==> config.mk <==
export PLATFORM = sky130hd
export DESIGN_NAME = keypad_scanner
export DESIGN_NICKNAME = d
export VERILOG_FILES = /design/src/rtl/keypad_scanner.sv
export SDC_FILE = /design/constraint.sdc
export NUM_CORES = 1
export LEC_CHECK = 0
export ABC_AREA = 0
export CAP_MARGIN = 20
export CELL_PAD_IN_SITES_DETAIL_PLACEMENT = 1
export CELL_PAD_IN_SITES_GLOBAL_PLACEMENT = 2
export CORE_AREA = 2 2 102 104
export DETAILED_ROUTE_END_ITERATION = 8
export DIE_AREA = 0 0 104 106
export HOLD_SLACK_MARGIN = 0.02
export PLACE_DENSITY = 0.8
export SETUP_SLACK_MARGIN = 0.1
export SLEW_MARGIN = 5
export SYNTH_ARGS = -nofsm -noshare
export SYNTH_HDL_FRONTEND = slang
export SYNTH_SLANG_ARGS = --single-unit
==> constraint.sdc <==
create_clock -name clk_50 -period 4 [get_ports clk_50]
set_input_delay 0.4 -clock clk_50 [delete_from_list [all_inputs] [get_ports clk_50]]
set_output_delay 0.4 -clock clk_50 [all_outputs]
set_load 0.01 [all_outputs]
==> src/rtl/keypad_scanner.sv <==
// keypad_scanner: scans a 4x4 active-low matrix keypad, debounces whole-scan
// results, and reports each accepted press as a code plus a one-cycle strobe.
// Decimal keys are shifted into a 4-digit BCD register; '*' clears it.
module keypad_scanner #(
  parameter int SCAN_DIV       = 50000,  // clk_50 cycles per row dwell, >= 8
  parameter int DEBOUNCE_SCANS = 4       // matching scans to accept, 2..15
) (
  input  logic        clk_50,
  input  logic        reset,
  input  logic [3:0]  col_in,
  output logic [3:0]  row_out,
  output logic [3:0]  key_code,
  output logic        key_valid,
  output logic        key_held,
  output logic [15:0] bcd_value
);

  localparam int             TW       = $clog2(SCAN_DIV);
  localparam logic [TW-1:0]  TICK_MAX = TW'(SCAN_DIV - 1);
  localparam logic [3:0]     DEB      = 4'(DEBOUNCE_SCANS);

  localparam logic [1:0] IDLE         = 2'd0;
  localparam logic [1:0] PRESS_WAIT   = 2'd1;
  localparam logic [1:0] HELD         = 2'd2;
  localparam logic [1:0] RELEASE_WAIT = 2'd3;

  // Hit counts saturate at "many" because two or more low bits all mean NONE.
  localparam logic [1:0] HITS_NONE = 2'd0;
  localparam logic [1:0] HITS_ONE  = 2'd1;
  localparam logic [1:0] HITS_MANY = 2'd2;

  logic [3:0]    col_meta, col_sync;
  logic [TW-1:0] tick_cnt;
  logic          tick;
  logic [1:0]    row_idx;
  logic [2:0]    row_low_n;
  logic [1:0]    row_col;
  logic [1:0]    acc_hits, tot_hits;
  logic [3:0]    acc_key, tot_key;
  logic          scan_done, scan_single, scan_none;
  logic [1:0]    state;
  logic [3:0]    cnt, cnt_next, cand, cand_code;

  // Map a key index (row*4 + col) to its reported code.
  function automatic logic [3:0] key_map(input logic [3:0] idx);
    case (idx)
      4'd0:  key_map = 4'h1;
      4'd1:  key_map = 4'h2;
      4'd2:  key_map = 4'h3;
      4'd3:  key_map = 4'hA;
      4'd4:  key_map = 4'h4;
      4'd5:  key_map = 4'h5;
      4'd6:  key_map = 4'h6;
      4'd7:  key_map = 4'hB;
      4'd8:  key_map = 4'h7;
      4'd9:  key_map = 4'h8;
      4'd10: key_map = 4'h9;
      4'd11: key_map = 4'hC;
      4'd12: key_map = 4'hE;
      4'd13: key_map = 4'h0;
      4'd14: key_map = 4'hF;
      default: key_map = 4'hD;
    endcase
  endfunction

  // Two-flop synchronizer for the asynchronous column returns; idles high.
  // NOTE: sequential state uses non-blocking assignments so every flop samples
  // pre-edge values, regardless of the order statements appear in.
  always_ff @(posedge clk_50 or negedge reset) begin
    if (!reset) begin
      col_meta <= 4'b1111;
      col_sync <= 4'b1111;
    end else begin
      col_meta <= col_in;
      col_sync <= col_meta;
    end
  end

  // Row dwell timer: wraps every SCAN_DIV cycles, ticking on the last one.
  always_ff @(posedge clk_50 or negedge reset) begin
    if (!reset)    tick_cnt <= '0;
    else if (tick) tick_cnt <= '0;
    else           tick_cnt <= tick_cnt + 1'b1;
  end

  assign tick = (tick_cnt == TICK_MAX);

  // Row driver: rotate the single low bit after each row has been sampled.
  always_ff @(posedge clk_50 or negedge reset) begin
    if (!reset) begin
      row_idx <= 2'd0;
      row_out <= 4'b1110;
    end else if (tick) begin
      row_idx <= row_idx + 2'd1;
      row_out <= {row_out[2:0], row_out[3]};
    end
  end

  // Count low columns on the current row and remember the (last) low one.
  // NOTE: every output of a combinational block gets a default first so no
  // path leaves it unassigned, which would otherwise infer a latch.
  always_comb begin
    row_low_n = 3'd0;
    row_col   = 2'd0;
    for (int c = 0; c < 4; c++) begin
      if (!col_sync[c]) begin
        row_low_n = row_low_n + 3'd1;
        row_col   = 2'(c);
      end
    end
  end

  // Merge this row into the running scan tally.
  always_comb begin
    tot_hits = acc_hits;
    tot_key  = acc_key;
    if (row_low_n >= 3'd2) begin
      tot_hits = HITS_MANY;
    end else if (row_low_n == 3'd1) begin
      if (acc_hits == HITS_NONE) begin
        tot_hits = HITS_ONE;
        tot_key  = {row_idx, row_col};
      end else begin
        tot_hits = HITS_MANY;
      end
    end
  end

  assign scan_done   = tick && (row_idx == 2'd3);
  assign scan_single = scan_done && (tot_hits == HITS_ONE);
  assign scan_none   = scan_done && (tot_hits == HITS_NONE);

  // Scan tally: accumulate rows 0..2, restart once row 3 has produced a result.
  always_ff @(posedge clk_50 or negedge reset) begin
    if (!reset) begin
      acc_hits <= HITS_NONE;
      acc_key  <= 4'd0;
    end else if (scan_done) begin
      acc_hits <= HITS_NONE;
      acc_key  <= 4'd0;
    end else if (tick) begin
      acc_hits <= tot_hits;
      acc_key  <= tot_key;
    end
  end

  assign cnt_next  = cnt + 4'd1;
  assign cand_code = key_map(cand);

  // Debounce FSM plus the registered outputs it drives on accept/release.
  always_ff @(posedge clk_50 or negedge reset) begin
    if (!reset) begin
      state     <= IDLE;
      cnt       <= 4'd0;
      cand      <= 4'd0;
      key_code  <= 4'd0;
      key_valid <= 1'b0;
      key_held  <= 1'b0;
      bcd_value <= 16'h0000;
    end else begin
      key_valid <= 1'b0;
      if (scan_done) begin
        case (state)
          IDLE: begin
            if (scan_single) begin
              cand  <= tot_key;
              cnt   <= 4'd1;
              state <= PRESS_WAIT;
            end
          end
          PRESS_WAIT: begin
            if (scan_single && (tot_key == cand)) begin
              cnt <= cnt_next;
              if (cnt_next == DEB) begin
                state     <= HELD;
                key_code  <= cand_code;
                key_valid <= 1'b1;
                key_held  <= 1'b1;
                if (cand_code <= 4'd9)
                  bcd_value <= {bcd_value[11:0], cand_code};
                else if (cand_code == 4'hE)
                  bcd_value <= 16'h0000;
              end
            end else begin
              cnt   <= 4'd0;
              state <= IDLE;
            end
          end
          HELD: begin
            if (scan_none) begin
              cnt   <= 4'd1;
              state <= RELEASE_WAIT;
            end
          end
          default: begin  // RELEASE_WAIT
            if (scan_none) begin
              cnt <= cnt_next;
              if (cnt_next == DEB) begin
                key_held <= 1'b0;
                state    <= IDLE;
              end
            end else begin
              state <= HELD;
            end
          end
        endcase
      end
    end
  end

endmodule

### Word level (Yosys, flattened, before mapping)

Memory sizes are Yosys's and may differ from the RTL's.
Index checks and enable logic that the tools add are counted.

| cells by class | value |
|---|---|
| $mul | 0 |
| $lt $le $gt $ge | 2 |
| equal/unequal tests | 14 |
| bitwise operators | 1 |
| reductions and logical operators | 18 |
| shifts and indexed selects | 0 |
| mux-type cells | 41 |
| add/sub/neg operators | 6 |
| div/mod/pow operators | 0 |

Operator list:

| cell | number |
|---|---|
| $mux W16 | 3 |
| $mux W4 | 9 |
| $mux W2 | 13 |
| $add A16 B1 Y16 const B | 1 |
| $eq A16 B16 Y1 const B | 1 |
| $reduce_and A5 Y1 | 3 |
| $pmux W4 S3 | 1 |
| $mux W1 | 10 |
| $add A3 B1 Y3 const B | 3 |
| $mux W3 | 3 |
| $reduce_and A4 Y1 | 2 |
| $logic_not A2 Y1 | 3 |
| $ne A2 B2 Y1 const B | 3 |
| $pmux W2 S3 | 1 |
| $reduce_bool A2 Y1 | 3 |
| $ne A5 B1 Y1 const B | 1 |
| $add A4 B1 Y4 const B | 1 |
| $eq A2 B1 Y1 const B | 2 |
| $eq A2 B2 Y1 const B | 2 |
| $eq A4 B3 Y1 const B | 1 |
| $eq A4 B4 Y1 | 1 |
| $eq A4 B4 Y1 const B | 1 |
| $le A4 B4 Y1 const B | 1 |
| $logic_and A1 B1 Y1 | 4 |
| 9 further kinds | 9 |

| storage, ports and cells | value |
|---|---|
| bits in read-only memories | 64 |
| bits in writable memories | 0 |
| logic and storage cells | 97 |
| register bits after elaboration | 68 |
| output and inout bits | 26 |
| memories kept | 1 |
| bits in latches | 0 |

Memories:

| name | words | bits a word | rd ports | clocked after memory_dff | wr ports | RTL line | source |
|---|---|---|---|---|---|---|---|
| (no name shown) | 16 | 4 | 1 | 0 | 0 | 46 | `case (idx)` |

### Longest topological paths before layout

| logic depth | value |
|---|---|
| depth in word-level cells | 16 |
| depth in mapped cells | 14 |
| gate-level depth less buffers | 13 |

### Worst setup path before layout

Ideal clock, no wire load.

| timing path | value |
|---|---|
| path type | reg2reg |
| start | register col_sync[0] |
| end | register key_code[2] |
| stages on the path, launching flop included | 14 |
| library setup time | 0.127 ns |
| path slack | 0.699 ns |
| path buffers | 0 |
| data arrival time | 3.174 ns |
| cell sequence | dfstp_2 > inv_1 > ha_1 > nand2b_1 > and2_1 > ha_1 > nand2b_1 > xor2_1 > o31ai_4 > a21o_1 > a221oi_4 > nand3_2 > inv_4 > mux2_1 |

| between the ends | value |
|---|---|
| word-level cells in the longest chain between the ends | 14 |
| elaborated cells on any way between the ends | 18 |
| those cells by class | add/sub (3); order compare (1); eq/ne (3); mux (8); reduce/logical (3) |

RTL lines:

| what | RTL line | source |
|---|---|---|
| start: declaration | 32 | `logic [3:0] col_meta, col_sync;` |
| start signal: assignment | 75 | `col_sync <= col_meta;` |
| $mux W1 (*) | 106 | `if (!col_sync[c]) begin` |
| $add A3 B1 Y3 | 107 | `row_low_n = row_low_n + 3'd1;` |
| $mux W3 (*) | 106 |  |
| $add A3 B1 Y3 | 107 |  |
| $mux W3 (*) | 106 |  |
| $add A3 B1 Y3 | 107 |  |
| $mux W3 (*) | 106 |  |
| parallel branches: the longest is 5 deep, another holds $ge A3 B2 Y1 | - |  |
| $logic_and A1 B1 Y1 (*) | 172 | `if (scan_single && (tot_key == cand)) begin` |
| $reduce_and A4 Y1 (no line) (*) | - |  |
| end signal: assignment | 176 | `key_code <= cand_code;` |
| end: declaration | 12 | `output logic [3:0] key_code,` |

Mark *: on every way between the ends.
A chain may end at the register's enable or synchronous reset.

### Worst setup path after layout

Ends and elaborated chain as after synthesis.

==> flow_metrics.tcl <==
set metrics [dict create \
    status "complete, no violations" \
    synth_area_per_cell_um2 9.917 \
    reg2reg_depth 13 \
    synth_fp_nets 384 \
    period_share_pct 90.08 \
    hold_path_class "in2async" \
    synth_warnings 0 \
    grtUsageTotal_pct 16.02 \
    drtIter0Drc 114 \
    hold_viol_final 0 \
    rsz0062_at_grt "no" \
    insertion_delay_ps 340 \
    p_per_area_nw_per_um2 312.9 \
    arrival_ps 3820 \
    firstDrtPassIters 4 \
    dieArea_um2 11020 \
    areaGrowthSynthToFinish_pct 19.38 \
    placed_cell_area_um2 4064 \
    r2r-end "key_code[2]$_DFFE_PN0P_" \
    synth_area_leaders "dfrtp_1 (40%), dfstp_2 (8.0%), ha_1 (4.9%), o21ai_0 (4.2%), nand2_1 (4.1%)" \
    ys_ff_latch 68 \
    stdcell_area_um2 4309 \
    synth_edf_count 0 \
    finalNetCount 421 \
    syn_inst 364 \
    p_leak_nw 1.853 \
    fin_tns_setup_ps 0 \
    antenna_found_initial 0 \
    die_w_um 104 \
    r2r_slack_ps 400 \
    max_cap_viol_count 0 \
    drc 0 \
    cts_tree "built" \
    slew-limit-headroom_pct 48.04 \
    crit_required_ps 4210 \
    seq_area_frac_synth_pct 47.52 \
    rows 37 \
    synth_area_um2 3610 \
    via_count 2735 \
    clk_pin_slew_ps 70 \
    wl_per_cell_um 15.11 \
    root_buffer "clkbuf_8" \
    clock_sinks 68 \
    timing.fmax_ghz 0.2775 \
    dieHeight_um 106 \
    diodes 0 \
    gp_congestion 0.7879 \
    viasPerCell 5.046 \
    critPathKind "reg2reg" \
    ctsLongestPathBuffers 2 \
    yosysMostFrequentCell "dfrtp_1" \
    ioPinCount 32 \
    ant_nets 0 \
    io_buffers 31 \
    totalWireLength_um 8190 \
    start_util_pct 36.10 \
    finalCriticalPeriod_ps 3603 \
    synthFlopType "dfrtp_1" \
    dp.cells 524 \
    ys_types 58 \
    final_cells 542 \
    hpwl_um 5837 \
    drv_slew 0 \
    worstReg2RegStart "col_sync[0]$_DFF_PN1_" \
    setup_violations 0 \
    fin_skew_ps 7.466 \
    grt_pass1_vias 2917 \
    async_flop_share_pct 100.0 \
    grt_max_degree 36 \
    overflow 0 \
    cts_hold_buf 0 \
    coreArea_um2 10000 \
    grt_pass1_wl_um 14340 \
    worst_pin_slew_ps 779.4 \
    synth_top_cell_by_area "dfrtp_1" \
    cp-end-kind "register" \
    peakVddDrop_uv 160.3 \
    synth_common_cells "dfrtp_1 (57), nand2_1 (39), o21ai_0 (30), inv_1 (25), nor2_1 (25)" \
    fin_util_pct 43.09 \
    yosysTopAreaCellShare_pct 39.51 \
    crit_fanout 8 \
    cts_max_level 3 \
    drive_gt1_share_pct 14.04 \
    numCtsBuffers 9 \
    crit_path_start_kind "register" \
    hold_ws_ps 140.5 \
]
-- power breakdown --
part           internal, mW  leakage [nW]  total [mW]  switching (mW)
clock network         0.293        0.0997       0.543           0.250
logic                0.0340         0.855       0.106          0.0724
registers             0.695         0.897       0.699         0.00360
-- worst max path at each step --
stage / start / to / slack (ps)
after detailed placement: col_sync[1]$_DFF_PN1_ / bcd_value[15]$_DFFE_PN0P_ / 180
final: col_sync[0]$_DFF_PN1_ / key_code[2]$_DFFE_PN0P_ / 400
after global routing: col_sync[0]$_DFF_PN1_ / key_code[1]$_DFFE_PN0P_ / 130
after floorplan: col_sync[0]$_DFF_PN1_ / key_code[2]$_DFFE_PN0P_ / 700
after global placement: col_sync[0]$_DFF_PN1_ / bcd_value[5]$_DFFE_PN0P_ / 370
after CTS: col_sync[1]$_DFF_PN1_ / bcd_value[15]$_DFFE_PN0P_ / 160
-- area by class of cell --
| cell class | count | area (um^2) |
|---|---|---|
| clock inverter | 1 | 5.005 |
| inverter | 26 | 100.1 |
| clock buffer | 15 | 186.4 |
| multi-input combinational | 259 | 1782 |
| tap | 136 | 170.2 |
| fill | 1148 | 5690 |
| timing repair buffer | 37 | 350.3 |
| sequential | 68 | 1715 |
-- logic make-up after synthesis --
kind of cell             Yosys count  share of synthesized area, %
flip-flops                        68                         47.52
multiplexers                      11                         3.224
AND/OR/NAND/NOR                  125                         17.50
buffers and inverters             37                         4.194
XOR/XNOR                          20                         5.303
adder cells (fa/ha/maj)           14                         4.853
AO/OA/AOI/OAI                     89                         17.40
-- cells in the final DEF, fill, tap and decap left out, types with 3 or more instances in the layout --
master / n
ha_1: 14
mux2i_1: 6
dfstp_2: 11
and2_1: 4
xor2_1: 9
a21oi_1: 8
a21boi_0: 3
nor2_1: 25
xnor2_1: 8
clkdlybuf4s50_1: 30
or2_2: 3
buf_4: 6
nor3_1: 6
inv_1: 25
o21ai_1: 11
a21o_1: 7
nand2_1: 39
o21ai_0: 30
clkbuf_8: 13
mux2_1: 3
nand4_1: 10
nand2b_1: 7
and3_1: 8
a22o_1: 4
nand3_1: 10
dfrtp_1: 57
-- flip-flops by register name (all words and copies together) (netlist names) --
signal / flops
bcd_value: 16
tick_cnt: 16
acc_key: 4
cand: 4
cnt: 4
col_meta: 4
col_sync: 4
key_code: 4
row_out: 4
acc_hits: 2
row_idx: 2
state: 2
key_held: 1
key_valid: 1
-- critical path, cell delays in order (launching register included) --
cell      delay (ps)
dfstp_2          540
inv_1             40
ha_1             200
nand2b_1         180
and2_1           160
ha_1             270
nor2b_1          160
a31o_2           310
o31a_1           360
o221ai_1         260
and3_2           360
nand3_2          170
inv_4            140
mux2_1           330
-- repair_timing --
action | in CTS | in global routing
endpoints found under the setup margin | 0 | 20
resized for setup | 0 | 6
setup buffers | 0 | 2
hold endpoints to repair | 0 | 0
-- metal layers --
layer  global-route usage, %  vias to the layer above  part of all wire (%)
li1                        -                     1350                     -
met1                   21.14                     1357                    48
met2                   26.36                       20                    48
met3                   3.495                        8                   2.1
met4                   5.019                        0                   1.4
met5                       0                        -                     0
-- through the flow --
stage,worst slack (ps),power [mW]
finish,396.9,1.348
CTS,160.6,1.364
global route,126.5,1.409
floorplan,698.6,0.7772
global placement,368.3,0.8114
detailed placement,176.7,0.8136
(Power assumes the default switching activity.)
==> variant, RTL diff (same flow settings) <==
Set the parameter `SCAN_DIV` to 200000 (it was 50000).
--- a/src/rtl/keypad_scanner.sv
+++ b/src/rtl/keypad_scanner.sv
@@ -2,7 +2,7 @@
 // results, and reports each accepted press as a code plus a one-cycle strobe.
 // Decimal keys are shifted into a 4-digit BCD register; '*' clears it.
 module keypad_scanner #(
-  parameter int SCAN_DIV       = 50000,  // clk_50 cycles per row dwell, >= 8
+  parameter int SCAN_DIV       = 200000,  // clk_50 cycles per row dwell, >= 8
   parameter int DEBOUNCE_SCANS = 4       // matching scans to accept, 2..15
 ) (
   input  logic        clk_50,
Function: same outputs for any inputs over 10 cycles, from zero or initial values and one cycle with reset low; that may be too few to reach the edited logic, so the function may still have changed.
==> variant against the original RTL <==
Global-route usage down 0.66 points; critical path type unchanged; design area up 0.44%; combinational power down 14%; area after synthesis up 1.9%; power up 2.2%; wire length down 3.5%; largest power group unchanged; setup slack better by 10 ps; highest routed layer unchanged; die area unchanged; sequential cell count up 2.
==> variant: results (changes against the original RTL) <==
| Step | Metric | This run | vs unedited |
| --- | --- | --- | --- |
| status | Result of the run | finished clean | unchanged |
| global routing | Pin count of the biggest net entering global routing | 40 | was 36 |
| placement | Number of cells in the design after placement | 516 | was 524 |
| cells and area | Final nets | 411 | was 421 |
| placement | Final weighted congestion in routability-driven placement | 0.808 | was 0.788 |
| routing | Wire length on met3 | 206 µm | was 176 µm |
| placement | Placed wire-length estimate after detailed placement | 5720 µm | was 5840 µm |
| placement | Place WS | 356 ps | was 177 ps |
| cells and area | Share of post-route cells with drive strength above 1 | 14.4% | was 14.0% |
| routing | Number of DRC markers in iteration 0 | 84 | was 114 |
| synthesis | Commonest cells in the netlist | 59 x dfrtp_1, 29 x nor2_1, 27 x inv_1 | was 57 x dfrtp_1, 39 x nand2_1, 30 x o21ai_0 |
| synthesis | Post-Synthesis Net Count | 374 | was 384 |
| synthesis | Top cells by area, synth | dfrtp_1 40%, dfstp_2 7.9%, ha_1 4.8% | was dfrtp_1 40%, dfstp_2 8.0%, ha_1 4.9% |
| sta | Setup skew after layout | 6.84 ps | was 7.47 ps |
| routing | Routed met1 length | 3670 µm | was 3930 µm |
| cells and area | Largest registers | tick_cnt x18, bcd_value x16 | was bcd_value x16, tick_cnt x16 |
| critical path | Endpoint of the worst-slack reg-to-reg timing path | bcd_value[11]$_DFFE_PN0P_ | was key_code[2]$_DFFE_PN0P_ |
| critical path | Cell family with most CP delay | adder cells | was simple AND/OR/NAND/NOR gates |
| routing | WL per Instance | 14.9 µm | was 15.1 µm |
| critical path | Crit path DAT | 3830 ps | was 3820 ps |
| global routing | First-pass GRT wire length | 13500 µm | was 14300 µm |
| routing | Met2 wire len | 3910 µm | was 3960 µm |
| power and ir drop | Max rail drop VDD | 0.000160 V | about the same |
| cells and area | Cell Count, Final, Fillers Out | 532 | was 542 |
| sta | Relative slew slack | 34.5% | was 48.0% |
| global routing | Via count of the first global-routing pass | 2810 | was 2917 |
| global routing | GRT Util Overall | 15.4% | was 16.0% |
| synthesis | Sequential share of the synthesized area | 48.0% | was 47.5% |
## variant: final cells by class
type | instances | area [µm²]
timing repair buffer | 37 | 350
multi-input combinational | 246 | 1750
tap | 136 | 170
sequential | 70 | 1770
clock buffer | 11 | 131
clock inverter | 5 | 60.1
fill | 1152 | 5670
inverter | 27 | 101
## variant: kinds of logic after synthesis
group	share of synthesized area (%)
DFF	48.0
buffers and inverters	4.49
AOI/OAI and AO/OA	10.9
adders and majority gates	4.76
and+or+nand+nor	19.0
muxes	7.00
xor gates and xnor gates	5.85
## variant: power by group
group,switching [W],internal [W]
logic,0.0000556,0.0000357
clock network,0.000278,0.000289
registers,0.00000404,0.000715
## variant: through the flow
step,hold slack (ps),instance area (µm²)
2_1_floorplan,104,3680
3_3_place_gp,346,4140
3_5_place_dp,349,4140
4_1_cts,130,4330
5_1_grt,149,4330
6_report,106,4330
## variant: per-layer routing
| metal | GRT usage, % | vias up |
|---|---|---|
| li1 | - | 1312 |
| met1 | 19.0 | 1352 |
| met2 | 26.0 | 31 |
| met3 | 3.74 | 13 |
| met4 | 5.79 | 0 |
| met5 | 0 | - |
## variant: worst max-delay path by stage
| stage | from | to | slack (ps) | depth (start not counted) |
|---|---|---|---|---|
| 2_1_floorplan | col_sync[0]$_DFF_PN1_ | key_code[0]$_DFFE_PN0P_ | 720 | 12 |
| 4_1_cts | col_sync[0]$_DFF_PN1_ | bcd_value[11]$_DFFE_PN0P_ | 360 | 12 |
| 3_3_place_gp | col_sync[0]$_DFF_PN1_ | bcd_value[12]$_DFFE_PN0P_ | 460 | 12 |
| 5_1_grt | col_sync[0]$_DFF_PN1_ | bcd_value[12]$_DFFE_PN0P_ | 120 | 12 |
| 6_report | col_sync[0]$_DFF_PN1_ | bcd_value[11]$_DFFE_PN0P_ | 410 | 12 |
| 3_5_place_dp | col_sync[0]$_DFF_PN1_ | bcd_value[11]$_DFFE_PN0P_ | 360 | 12 |
## variant: worst register-to-register path, cell delays in order, from the launching register on
cell      delay [ps]
dfstp_2          540
inv_1             40
ha_1             370
xnor2_1          170
ha_1             330
nor4b_1           60
mux2_4           290
o211ai_4         320
mux2i_1          360
xnor2_2          190
nor4_4           480
buf_4            230
o21ai_0           80
